--- src/rtl/serial_sub_pkg.sv ---
// Shared definitions for the bit-serial subtractor: FSM state encoding and the
// default operand width.
package serial_sub_pkg;

    localparam int DEFAULT_WIDTH = 4;

    typedef enum logic [1:0] {
        IDLE = 2'd0,
        CALC = 2'd1,
        DONE = 2'd2
    } state_t;

endpackage

--- src/rtl/serial_sub4_full_subtractor.sv ---
// One-bit full subtractor. The serial datapath reuses this single cell for
// every bit position, one bit per CALC cycle.
module full_subtractor (
    input  logic a,
    input  logic b,
    input  logic b_in,
    output logic d,
    output logic b_out
);

    assign d     = a ^ b ^ b_in;
    assign b_out = (~a & b) | (~(a ^ b) & b_in);

endmodule

--- src/rtl/serial_sub4.sv ---
// Bit-serial subtractor: diff = a - b - b_in (mod 2^WIDTH), one bit per cycle,
// with valid/ready handshakes on both the operand and the result side.
module serial_sub4
    import serial_sub_pkg::*;
#(
    parameter int WIDTH = DEFAULT_WIDTH
) (
    input  logic             clk,
    input  logic             rst,
    input  logic             in_valid,
    output logic             in_ready,
    input  logic [WIDTH-1:0] a,
    input  logic [WIDTH-1:0] b,
    input  logic             b_in,
    output logic             out_valid,
    input  logic             out_ready,
    output logic [WIDTH-1:0] diff,
    output logic             b_out,
    output logic             ovf
);

    localparam int             CW   = $clog2(WIDTH);
    localparam logic [CW-1:0]  LAST = CW'(WIDTH - 1);

    state_t           r_state;
    state_t           w_next;
    logic [WIDTH-1:0] r_a;
    logic [WIDTH-1:0] r_b;
    logic [WIDTH-1:0] r_diff;
    logic [CW-1:0]    r_cnt;
    logic             r_borrow;
    logic             r_b_out;
    logic             r_ovf;

    logic             w_accept;
    logic             w_calc;
    logic             w_last;
    logic             w_d;
    logic             w_borrow;

    full_subtractor u_fs (
        .a     (r_a[r_cnt]),
        .b     (r_b[r_cnt]),
        .b_in  (r_borrow),
        .d     (w_d),
        .b_out (w_borrow)
    );

    assign w_accept = (r_state == IDLE) && in_valid;
    assign w_calc   = (r_state == CALC);
    assign w_last   = w_calc && (r_cnt == LAST);

    // NOTE: async reset is in the sensitivity list; sequential state uses <= only,
    // so every register samples pre-edge values regardless of statement order.
    always_ff @(posedge clk or posedge rst) begin
        if (rst) begin
            r_state <= IDLE;
        end else begin
            r_state <= w_next;
        end
    end

    // NOTE: every output of this block gets a default first, so no path infers a latch.
    always_comb begin
        w_next    = r_state;
        in_ready  = 1'b0;
        out_valid = 1'b0;
        case (r_state)
            IDLE: begin
                in_ready = 1'b1;
                if (in_valid) w_next = CALC;
            end
            CALC: begin
                if (r_cnt == LAST) w_next = DONE;
            end
            DONE: begin
                out_valid = 1'b1;
                if (out_ready) w_next = IDLE;
            end
            default: w_next = IDLE;
        endcase
    end

    // Result registers are cleared on acceptance so unprocessed bits read as 0
    // during CALC; outside CALC they simply hold the last result.
    always_ff @(posedge clk or posedge rst) begin
        if (rst) begin
            r_a      <= '0;
            r_b      <= '0;
            r_diff   <= '0;
            r_cnt    <= '0;
            r_borrow <= 1'b0;
            r_b_out  <= 1'b0;
            r_ovf    <= 1'b0;
        end else if (w_accept) begin
            r_a      <= a;
            r_b      <= b;
            r_borrow <= b_in;
            r_cnt    <= '0;
            r_diff   <= '0;
        end else if (w_calc) begin
            r_diff[r_cnt] <= w_d;
            r_borrow      <= w_borrow;
            r_cnt         <= r_cnt + CW'(1);
            if (w_last) begin
                r_b_out <= w_borrow;
                // The MSB of diff is being produced this cycle, so use w_d directly.
                r_ovf   <= (r_a[WIDTH-1] ^ r_b[WIDTH-1]) & (r_a[WIDTH-1] ^ w_d);
            end
        end
    end

    assign diff  = r_diff;
    assign b_out = r_b_out;
    assign ovf   = r_ovf;

endmodule
--- config.mk ---
export PLATFORM = sky130hd
export DESIGN_NAME = serial_sub4
export DESIGN_NICKNAME = d
export VERILOG_FILES = /design/src/rtl/serial_sub_pkg.sv /design/src/rtl/serial_sub4_full_subtractor.sv /design/src/rtl/serial_sub4.sv
export SDC_FILE = /design/constraint.sdc
export NUM_CORES = 1
export LEC_CHECK = 0
export CAP_MARGIN = 20
export CORE_AREA = 2 2 48 50
export CTS_CLUSTER_SIZE = 8
export DETAILED_ROUTE_END_ITERATION = 6
export DIE_AREA = 0 0 50 52
export PLACE_DENSITY_LB_ADDON = 0.15
export SYNTH_ARGS = -nofsm -noshare
export SYNTH_HDL_FRONTEND = slang
export SYNTH_HIERARCHICAL = 1
export SYNTH_SLANG_ARGS = --single-unit
export TNS_END_PERCENT = 100
--- constraint.sdc ---
create_clock -name clk -period 5.1 [get_ports clk]
set_input_delay 0.51 -clock clk [delete_from_list [all_inputs] [get_ports clk]]
set_output_delay 0.51 -clock clk [all_outputs]
set_load 0.05 [all_outputs]
==> reports/results.txt, run 1 <==
CP cell instances: and2b_2 -> clkdlybuf4s50_1
CTS Buffer Depth: 2
Final GP Congestion: 0.7751
GRT Util Overall: 0.1520
1st-iter DRT viols: 5
final-report max-slew violation count: 0
WL final: 1.631 mm
Placement Setup Slack: 2.809 ns
sequential fraction of the synthesis area: 0.4792
Reg-to-Reg End: ovf$_DFFE_PP0P_
Vias/cell: 4.833
Post-Synth Adder-Cell Area: 0.08323
CTS H-Tree Depth: 1
vias in the first global route: 676
largest family of logic cells by synthesized area: multiplexers
Routed Antenna Nets: 0
synthesized area: 992.2 um^2
layout cells sized above 1: 0.1939
FILL cells: 190
worst-margin pin slew: 0.7697 ns
Cells after Synth: 77
HP Class: reg -> reg
Post-CTS Setup Inserts: 0
compound-gate portion of the synthesized area: 0.05296
Power Dens Cells: 664.0 mW/mm^2
Lkg Pwr: 0.5566 nW
total negative slack: 0 ns
Synth Register Bits: 19
gr ovfl total: 0
hpwl dp: 1.216 mm
placed instance area: 0.001194 mm^2
syn avg cell area: 12.89 um^2
Final setup viols: 0
largest net degree at the start of global routing: 20
most common cell after layout, fill and taps aside: clkdlybuf4s50_1
Reg-to-Reg Start: r_cnt[0]$_DFFE_PP0P_
Cell variety after synth: 28
Pre-antenna DRT Iters: 3
# DRC: 0
Syn Nets: 96
post-CTS sizing: 0
final hold violations: 0
Max-slew headroom: 0.4863
Yosys warning count: 6
# rows: 17
post-synthesis xor/xnor area fraction: 0
P&R area growth vs syn: 23.08%
width of the die: 50 um
Max VDD drop: 0.4076 mV
hold depth: 1
diode count: 0
die height: 52 um
CTS tree: built
Hold Crit Endpoint: r_a[2]$_DFFE_PP0P_
hold_buf cts: 0
WL/cell: 12.94 um
CTS Sinks: 19
reg2reg path depth: 5
top cell type's share of synthesized area: 0.4792
period utilization: 0.4575
Worst Path Arrival: 1.82 ns
clock-pin slew of the registers on the worst-case setup and hold paths: 0.11 ns
RSZ-0062 raised after global routing: false
maxcap violations: 0
via count: 609
commonest cells after routing, fill and taps aside: 20 x clkdlybuf4s50_1, 19 x dfrtp_1, 7 x inv_1, 7 x mux2_2, 5 x ha_1
post-route setup slack: 2.767 ns
synth top area cells: dfrtp_1 48%, mux2_2 7.9%, ha_1 6.3%
Max Clock Freq: 428.6 MHz
die area: 0.002600 mm^2
crit end category: output pin
worst-skew pair later-pin latency: 0.29 ns
reg2reg setup slack: 2.81 ns
CP max FO: 8
Crit Path Category: reg -> out
mux share of post-synthesis cell area: 0.2005
post-synthesis simple-gate area fraction: 0.1236
skew final: 0.002690 ns
Slowest-stage cell, CP: clkdlybuf4s50_1
status: finished, final reports clean
IO Count: 21
CP max stage delay: 0.79 ns
initial antenna violation count: 0
CTS Root Cell: clkbuf_4
Finished Cell Area: 0.001221 mm^2
CTS buffer count: 3
Synth area leader: dfrtp_1
Critical Path RT: 4.59 ns
minimum clock period: 2.333 ns
HP Start: r_a[2]$_DFFE_PP0P_
Initial Util: 0.4712
critical path startpoint category: flop
Final nets: 118
first-pass GRT wire length: 2.960 mm
Port Buffers: 20
Core Area: 0.002106 mm^2
[critical path, delay by kind of cell (launching register included)]
kind | cells | cell delay [ns]
AND/OR/NAND/NOR | 1 | 0.26
buffers and inverters | 1 | 0.79
flip-flops | 1 | 0.49
[state kept, by name, indices dropped and copies added, names as in the netlist]
register,flops
b_out,1
r_b,4
diff,4
r_a,4
r_cnt,2
ovf,1
r_borrow,1
r_state,2
[worst max-delay path by stage]
stage / startpoint / end / depth (start not counted)
after CTS: r_state[0]$_DFFE_PP0P_ / out_valid / 2
after floorplan: r_cnt[0]$_DFFE_PP0P_ / ovf$_DFFE_PP0P_ / 5
after detailed placement: r_cnt[0]$_DFFE_PP0P_ / ovf$_DFFE_PP0P_ / 5
after global routing: r_cnt[0]$_DFFE_PP0P_ / ovf$_DFFE_PP0P_ / 5
final: r_state[0]$_DFFE_PP0P_ / out_valid / 2
after global placement: r_cnt[0]$_DFFE_PP0P_ / ovf$_DFFE_PP0P_ / 5
[per-stage QoR]
| step | cells | hold WS (ns) | total power [mW] | util |
|---|---|---|---|---|
| 2_1_floorplan | 77 | 0.4611 | 0.6525 | - |
| 3_3_place_gp | 122 | 0.4966 | 0.7362 | 0.5668 |
| 3_5_place_dp | 122 | 0.5016 | 0.7464 | 0.5668 |
| 4_1_cts | 126 | 0.5277 | 0.8245 | 0.5799 |
| 5_1_grt | 126 | 0.5385 | 0.8848 | 0.5799 |
| 6_report | 126 | 0.5216 | 0.8108 | 0.5799 |
[cells by family after synthesis]
kind of cell	count (synthesis)
simple gates	19
flops	19
mux	15
buf+inv	10
compound gates	8
fa+ha+maj	6
[Yosys cell counts (all sizes together)]
cell type and instances:
o31ai 1, dfrtp 19, and2b 1, or3 1
or2b 1, inv 7, fa 1, nand2b 2
buf 3, ha 5, mux2 10, o21ai 3
nand2 3, nand3b 3, a21oi 1, nor3b 2
o22ai 1, mux4 2, nor2 4, nand4 1
a221o 1, nor2b 1, a21o 1, mux2i 3
[routing by layer]
metal  GRT usage  wire, um  up-vias
li1            -         -      305
met1      0.1962       776      291
met2      0.2544       792       11
met3     0.02011        46        2
met4     0.06944        16        0
met5           0         0        -
[where the power goes]
part           switching [mW]  internal, mW  total (mW)
registers              0.0660         0.220       0.286
clock network          0.0442        0.0291      0.0733
logic                   0.232         0.219       0.451
total                   0.343         0.468       0.811
[layout make-up]
cell class / count / area (um^2) / area share
clock buffer: 3 / 22.52 / 0.01844
inverter: 7 / 26.28 / 0.02152
clock inverter: 1 / 5.005 / 0.004098
multi-input combinational: 48 / 456.7 / 0.3740
timing repair buffer: 20 / 200.2 / 0.1639
tap: 28 / 35.03 / 0.02869
sequential: 19 / 475.5 / 0.3893
Note: power is estimated with default switching activity, not from simulation.
==> run 2, diff against run 1 <==
==> constraint.sdc (replaced) <==
create_clock -name clk -period 2.21 [get_ports clk]
set_input_delay 0.221 -clock clk [delete_from_list [all_inputs] [get_ports clk]]
set_output_delay 0.221 -clock clk [all_outputs]
set_load 0.05 [all_outputs]
==> run 2 against run 1 <==
Net effect:
- routed wire length up 5.6%
- clock power up 140%
- critical endpoint is now ovf$_DFFE_PP0P_
- highest routed layer unchanged
- via count up 7.9%
==> reports/results.txt, run 2 (same netlist as run 1, synthesis figures left out) <==
status: finished, final reports clean
placed instance area: 0.001216 mm^2 (+1.9%)
Final GP Congestion: 0.7524 (-2.9%)
CTS Sinks: 19 (unchanged)
Worst Path Arrival: 2.28 ns (+0.46 ns)
hold_buf cts: 0 (unchanged)
Sw Share: 0.4216 (-0.0008703)
Critical Path RT: 2.42 ns (-2.17 ns)
vias in the first global route: 633 (-6.4%)
minimum clock period: 2.072 ns
die height: 52 um (unchanged)
GRT Util Overall: 0.1562 (+0.004201)
CP max FO: 3 (-5)
Max Clock Freq: 482.6 MHz
CTS Buffer Depth: 2 (unchanged)
Logic pwr share: 0.582 (+0.025)
Initial Util: 0.4712 (unchanged)
maxcap violations: 0 (unchanged)
Crit Path Category: reg -> reg
net switching power: 0.8343 mW (+140%)
first-pass GRT wire length: 2.932 mm (-0.95%)
Port Buffers: 20 (unchanged)
Lkg Pwr: 0.5715 nW (+2.7%)
Max VDD drop: 0.9427 mV (+130%)
Final nets: 121 (+2.5%)
cell-internal power: 1.145 mW (+140%)
Max-slew headroom: 0.5265 (+0.04019)
CTS Root Cell: clkbuf_4
# rows: 17 (unchanged)
via count: 657 (+7.9%)
commonest cells after routing, fill and taps aside: 20 x clkdlybuf4s50_1, 19 x dfrtp_1, 7 x inv_1, 7 x mux2_2, 5 x ha_1
skew final: 0.01114 ns (+0.008446 ns)
Core Area: 0.002106 mm^2 (unchanged)
crit end category: flop
1st-iter DRT viols: 20 (+15)
Vias/cell: 5.093 (+5.4%)
HP Class: in -> async
width of the die: 50 um (unchanged)
Finished Cell Area: 0.001244 mm^2 (+1.8%)
clock-pin slew of the registers on the worst-case setup and hold paths: 0.11 ns (about the same)
RSZ-0062 raised after global routing: false
Post-Layout Cell Count: 129 (+2.4%)
period utilization: 0.9377
CTS buffer count: 3 (unchanged)
CP delay by family, top: multiplexers
die area: 0.002600 mm^2 (unchanged)
CTS H-Tree Depth: 1 (unchanged)
Final setup viols: 0 (unchanged)
Post-CTS Setup Inserts: 0 (unchanged)
final-report max-slew violation count: 0 (unchanged)
WL/cell: 13.35 um (+3.1%)
total negative slack: 0 ns (unchanged)
hpwl dp: 1.268 mm (+4.3%)
largest net degree at the start of global routing: 20 (unchanged)
Power Dens Cells: 1591 mW/mm^2 (+140%)
Multi-input gate area: 456.7 um^2 (unchanged)
Slowest-stage cell, CP: fa_1
Routed Antenna Nets: 0 (unchanged)
layout cells sized above 1: 0.2178 (+0.02394)
worst-skew pair later-pin latency: 0.30 ns (about the same)
CP cell instances: mux4_2 -> fa_1 -> nand2b_1 -> o22ai_1 -> mux2_2
CP max stage delay: 0.59 ns (-0.20 ns)
Pre-antenna DRT Iters: 4 (+1)
CTS tree: built
gr ovfl total: 0 (unchanged)
most common cell after layout, fill and taps aside: clkdlybuf4s50_1
placed instance count: 125 (+2.5%)
diode count: 0 (unchanged)
register area: 475.5 um^2 (unchanged)
# DRC: 0 (unchanged)
critical path startpoint category: flop
WP buf/inv: 0 (-1)
final hold violations: 0 (unchanged)
post-CTS sizing: 0 (unchanged)
P&R area growth vs syn: 25.35%
initial antenna violation count: 0 (unchanged)
IO Count: 21 (unchanged)
FILL cells: 178 (-6.3%)
total power: 1.979 mW (+140%)
worst-margin pin slew: 0.7095 ns (-0.06024 ns)
clock group share of total power: 0.090 (about the same)
sequential power share: 0.328 (-0.025)
WL final: 1.722 mm (+5.6%)
-- run 2: changes by cell type in the layout (fill, tap and decap cells not counted) --
cell / before / now
buf_4: 0 / 3
-- run 2: worst paths after layout --
check                                startpoint                   to  slack (ns)  cells after the start
setup / recovery           r_cnt[0]$_DFFE_PP0P_      ovf$_DFFE_PP0P_        0.14                      5
hold / removal                              rst   r_a[3]$_DFFE_PP0P_        0.31                      2
setup reg to reg           r_cnt[0]$_DFFE_PP0P_      ovf$_DFFE_PP0P_        0.14                      5
hold reg to reg             diff[2]$_DFFE_PP0P_  diff[2]$_DFFE_PP0P_        0.53                      2
max in group asynchronous                   rst   r_b[0]$_DFFE_PP0P_        1.44                      2
min in group clk                           a[2]   r_a[2]$_DFFE_PP0P_        0.52                      2
-- run 2: cell type report --
cell class	count	area share
inverters	7	0.02113
repair buffers	23	0.1791
clock inverters	1	0.004024
multi-input cells	48	0.3672
clock buffers	3	0.01811
flip-flops and latches	19	0.3823
well taps	28	0.02817
-- run 2: power by group through the flow --
stage | sequential [mW] | clock, mW | combinational (mW)
floorplan | 0.739 | 0 | 0.767
global placement | 0.650 | 0 | 1.13
detailed placement | 0.659 | 0 | 1.16
CTS | 0.652 | 0.181 | 1.17
global route | 0.679 | 0.201 | 1.27
finish | 0.650 | 0.178 | 1.15
-- run 2: layer usage --
| layer | vias to the layer above | track usage | wire length, um |
|---|---|---|---|
| met5 | - | 0 | 0 |
| met4 | 0 | 0.09722 | 24 |
| met3 | 4 | 0.03448 | 80 |
| met2 | 15 | 0.2368 | 855 |
| met1 | 329 | 0.2030 | 762 |
| li1 | 309 | - | - |
-- run 2: through the flow --
stage / setup slack, ns / hold slack [ns] / utilization
finish: 0.1378 / 0.3141 / 0.5906
global route: 0.04199 / 0.3768 / 0.5906
CTS: 0.1249 / 0.3542 / 0.5906
detailed placement: 0.1258 / 0.4993 / 0.5775
global placement: 0.1777 / 0.4990 / 0.5775
floorplan: 0.05091 / 0.1721 / -
-- run 2: worst reg2reg max path, cell delays in order, from the launching register on --
cell	delay (ns)
dfrtp_1	0.42
mux4_2	0.54
fa_1	0.59
nand2b_1	0.11
o22ai_1	0.07
mux2_2	0.25
